==> src/rtl/led_seq_ctrl.sv <==
// led_seq_ctrl: 4-entry {div, dwell} LED blink-rate sequencer feeding a blink counter.
// Define LED_SEQ_LOOP_EN to repeat the sequence until stop_i instead of ending with done_o.
module led_seq_ctrl #(
  parameter int DWELL_W = 8
) (
  input  logic               clk100,
  input  logic               rstn,
  input  logic               cfg_wr_i,
  input  logic [1:0]         cfg_addr_i,
  input  logic [DWELL_W+4:0] cfg_data_i,
  output logic               cfg_rdy_o,
  input  logic               start_i,
  input  logic               stop_i,
  input  logic               led_int_i,
  output logic [4:0]         div_o,
  output logic               wren_o,
  output logic               busy_o,
  output logic [1:0]         idx_o,
  output logic               done_o
);
  typedef enum logic [1:0] {IDLE, LOAD, RUN, ADV} state_t;
  localparam logic [DWELL_W-1:0] one = {{(DWELL_W-1){1'b0}}, 1'b1};
  state_t state, state_nxt;
  logic [4:0] div_tab [4];
  logic [DWELL_W-1:0] dwell_tab [4];
  logic [DWELL_W-1:0] cnt;
  logic [1:0] idx, idx_nxt;
  logic ld, done_nxt, last;
  assign cfg_rdy_o = state == IDLE;
  assign busy_o = !cfg_rdy_o;
  assign idx_o = idx;
  // A zero dwell in the following entry marks the end of a short sequence.
  assign last = (idx == 2'd3) || (dwell_tab[idx + 2'd1] == '0);
  always_ff @(posedge clk100 or negedge rstn)
    if (!rstn) begin
      div_tab <= '{default: '0};
      dwell_tab <= '{default: '0};
    end else if (cfg_wr_i && cfg_rdy_o) begin
      div_tab[cfg_addr_i] <= cfg_data_i[4:0];
      dwell_tab[cfg_addr_i] <= cfg_data_i[DWELL_W+4:5];
    end
  always_comb begin
    state_nxt = state;
    idx_nxt = idx;
    ld = 1'b0;
    done_nxt = 1'b0;
    case (state)
      IDLE: if (start_i && !stop_i) begin
        if (dwell_tab[0] == '0) done_nxt = 1'b1;
        else begin
          state_nxt = LOAD;
          ld = 1'b1;
        end
      end
      LOAD: state_nxt = stop_i ? IDLE : RUN;
      RUN: state_nxt = stop_i ? IDLE : (led_int_i && cnt == one) ? ADV : RUN;
      ADV: if (stop_i) state_nxt = IDLE;
      else if (!last) begin
        idx_nxt = idx + 2'd1;
        state_nxt = LOAD;
        ld = 1'b1;
      end else begin
`ifdef LED_SEQ_LOOP_EN
        idx_nxt = 2'd0;
        state_nxt = LOAD;
        ld = 1'b1;
`else
        state_nxt = IDLE;
        done_nxt = 1'b1;
`endif
      end
      default: state_nxt = IDLE;
    endcase
    if (state_nxt == IDLE) idx_nxt = 2'd0;
  end
  // Outputs are registered on entry to LOAD so div_o and wren_o appear one cycle after start.
  always_ff @(posedge clk100 or negedge rstn)
    if (!rstn) begin
      state <= IDLE;
      idx <= 2'd0;
      cnt <= '0;
      div_o <= 5'd0;
      wren_o <= 1'b0;
      done_o <= 1'b0;
    end else begin
      state <= state_nxt;
      idx <= idx_nxt;
      wren_o <= ld;
      done_o <= done_nxt;
      div_o <= ld ? div_tab[idx_nxt] : (state_nxt == IDLE) ? 5'd0 : div_o;
      cnt <= ld ? dwell_tab[idx_nxt] : (state_nxt == IDLE) ? '0 :
             (state == RUN && led_int_i && cnt > one) ? cnt - one : cnt;
    end
endmodule

==> config.mk <==
export PLATFORM = sky130hd
export DESIGN_NAME = led_seq_ctrl
export DESIGN_NICKNAME = d
export VERILOG_FILES = /design/src/rtl/led_seq_ctrl.sv
export SDC_FILE = /design/constraint.sdc
export NUM_CORES = 1
export LEC_CHECK = 0
export CAP_MARGIN = 20
export CELL_PAD_IN_SITES_DETAIL_PLACEMENT = 1
export CELL_PAD_IN_SITES_GLOBAL_PLACEMENT = 2
export CORE_MARGIN = 4
export CORE_UTILIZATION = 39
export CTS_CLUSTER_DIAMETER = 120
export DETAILED_ROUTE_END_ITERATION = 6
export GPL_TIMING_DRIVEN = 0
export PLACE_DENSITY = 0.89
export SETUP_SLACK_MARGIN = 0.3
export SLEW_MARGIN = 15
export SYNTH_ARGS = -nofsm -noshare
export SYNTH_HDL_FRONTEND = slang
export SYNTH_SLANG_ARGS = --single-unit
==> constraint.sdc <==
create_clock -name clk100 -period 3 [get_ports clk100]
set_input_delay 0.45 -clock clk100 [delete_from_list [all_inputs] [get_ports clk100]]
set_output_delay 0.45 -clock clk100 [all_outputs]
set_load 0.02 [all_outputs]
==> run metrics <==
status=complete, no violations; syn avg cell area=between 10 and 15 sq um; initial antenna violation count=0; Cells after Synth=slightly above 300; post-synthesis instance area=around 0.0036 sq mm; hold violation count in the final report=0; peak supply drop=between 0.0004 and 0.0005 V; number of routed nets with antenna violations=0; FMAX=around 370 MHz; top cells by area in the synthesized netlist=dfrtp_1 (49%), mux2_2 (16%), mux2i_1 (4.1%); Total Power=around 4.8 mW; Area growth syn-to-layout=30.7%; Root Buffer=clkbuf_8; routing usage on met3=0.0403; io pins=32; crit path time final=about 2.7 ns; grt ovf=0; final-stage net count=~400; CTS hold repair buffers=0; Post-Route Skew=~0.015 ns; Worst Path Arrival=around 3.0 ns; Post-synth EDFFs=0; number of max-cap violations=0; top_reg_cell synth=dfrtp_1; global-route wire length before repair=between 15,000 and 20,000 um; # fillers=~900; clk_lat worst skew=around 0.36 ns; share of the synthesized area in the top cell type=0.491; Max-slew headroom=0.463; Synth area leader=dfrtp_1; Post-synth ARST share=1.00; Storage cell area=0.00178 sq mm; Initial Util=0.407; Worst-path clk slew=0.09 ns; PortBufs=31; via count=around 2.8k; Yosys reg bits=a little over 70; maximum buffer depth of the clock tree=2; worst min path class=in2async; initial DRC count=roughly 110; TritonCTS Buffers=9; FP Rows=34; Yosys cell types=50; Syn Nets=roughly 330; gr busiest metal=met2; final setup fails=0; Worst Tran Pin Value=0.806 ns; largest net degree at the start of global routing=38; GRT met1 Usage=0.265; met2 Track Usage GR=0.333; Synth warnings=0; layout cells sized above 1=0.369; Crit. End Element=flip-flop; RSZ-0062 raised after global routing=yes; GPL Wtd Cong=between 0.7 and 0.8; P_leak=1.99 nW; crit path max fanout=10; P per Cell Area=between 1000 and 1500 mW/mm^2; drt wl/cell=between 20 and 25 um; Routed WL=around 11,000 um; kind of critical path=reg2reg; period utilisation layout=0.906; die area=between 0.01 and 0.015 sq mm; DR pass1 iterations=4; CTS tree=built; Die H=104 um; register area share after synthesis=0.491; clock sinks=between 70 and 80; Overall Global Routing Usage=0.200; multi-input logic area=0.00192 sq mm; Die X=~100 um; DP Cell Count=about 450; vias in the first global route=3,033; vias per cell=5.78; CORE AREA=a little under 0.009 sq mm; DRC violation count after routing=0; Post-Layout Inst Area=between 0.004 and 0.005 sq mm; Worst setup SP type=flip-flop; Worst Path Required=approximately 3.2 ns; Post-DP Area=between 0.004 and 0.005 sq mm; post-route insts no fill=482; Slew Limit Fails=0; HPWL Detailed=just under 7000 um; CTS H-tree lvls=3; n_diodes=0
[synth_stat cells (2+ instances only)]
master	number
ha_1	7
xor2_1	3
dfrtp_1	71
o22ai_1	7
o211ai_1	8
nor2_1	11
a21oi_1	2
buf_2	3
xnor2_1	2
clkbuf_1	3
o221ai_1	11
a211oi_1	3
mux2_2	52
mux2i_1	15
nand2_1	22
o21ai_2	2
o21ai_1	2
nor3_1	5
or4_1	2
o221ai_2	2
nor4_1	9
buf_4	2
nand3_1	4
and2_1	2
buf_1	2
nand2b_1	3
inv_1	16
nand4_1	4
o21ai_0	8
and3_1	3
[cell usage in the layout, fill, tap and decap left out, types with 10 or more instances in the layout]
master	n
dfrtp_1	68
mux2_2	52
clkdlybuf4s50_1	29
nand2_1	22
buf_4	19
inv_1	16
nor2_1	10
clkbuf_8	10
[cell type report]
type / instances / share of cell area
plain buffers: 12 / 0.0227
clock buffers: 9 / 0.0262
clock inverters: 6 / 0.0198
inverters: 16 / 0.0127
multi-input cells: 207 / 0.406
flip-flops and latches: 71 / 0.376
well taps: 108 / 0.0286
repair buffers: 53 / 0.107
[routing by layer]
metal / routed length [um] / share of wire
met5: 0 / 0
met4: 158 / 0.015
met3: 386 / 0.037
met2: 5200 / 0.49
met1: 4780 / 0.45
[final timing paths]
kind | from | to | slack, ns | cells after the start
worst min-delay path | rstn | dwell_tab[21] | 0.05 | 1
min in group clk100 | div_o[0] | div_o[0] | 0.50 | 2
max in group asynchronous | rstn | div_tab[5] | 2.37 | 2
worst max-delay path | idx_o[1] | cnt[7] | 0.28 | 11
worst max register to register | idx_o[1] | cnt[7] | 0.28 | 11
worst min register to register | div_o[0] | div_o[0] | 0.50 | 2
[per-stage QoR]
stage	setup slack (ns)	util	TNS, ns	hold slack [ns]
6_report	0.282	0.532	0	0.0489
3_3_place_gp	-1.23	0.459	-70.97	0.476
5_1_grt	0.196	0.532	0	0.0635
2_1_floorplan	0.312	-	0	0.154
3_5_place_dp	-0.326	0.461	-3.14	0.447
4_1_cts	0.236	0.518	0	0.0543
[power breakdown]
| group | total, mW | switching (mW) | internal, mW |
|---|---|---|---|
| Sequential | 1.86 | 0.452 | 1.41 |
| Clock | 0.859 | 0.390 | 0.469 |
| Combinational | 2.12 | 1.07 | 1.05 |
[worst max-delay path, cell delays in order (launching register included)]
cell	delay, ns
dfrtp_2	0.44
ha_4	0.25
or4_4	0.45
nor4_4	0.23
or3_1	0.17
buf_6	0.14
nor3_4	0.07
o21ai_2	0.14
buf_6	0.15
buf_12	0.16
mux2i_1	0.26
o221ai_2	0.13
[registers in the layout, indices dropped and copies added (netlist names)]
| register | count |
|---|---|
| dwell_tab | 32 |
| idx_o | 2 |
| div_o | 5 |
| cnt | 8 |
| done_o | 1 |
| wren_o | 1 |
| div_tab | 20 |
| state | 2 |
[timing repair]
action                                  4_1_cts  5_1_grt
pin swaps                                    14        8
cloned                                        1        0
resized for setup                            35       23
endpoints found under the setup margin       24       14
setup buffers                                15        5
[logic make-up after synthesis]
logic type / synth area share
buffers and inverters: 0.0387
XOR/XNOR: 0.0121
flip-flops: 0.491
multiplexers: 0.203
AO/OA/AOI/OAI: 0.116
AND/OR/NAND/NOR: 0.115
adder cells (fa/ha/maj): 0.0242
Note: power is estimated with default switching activity, not from simulation.
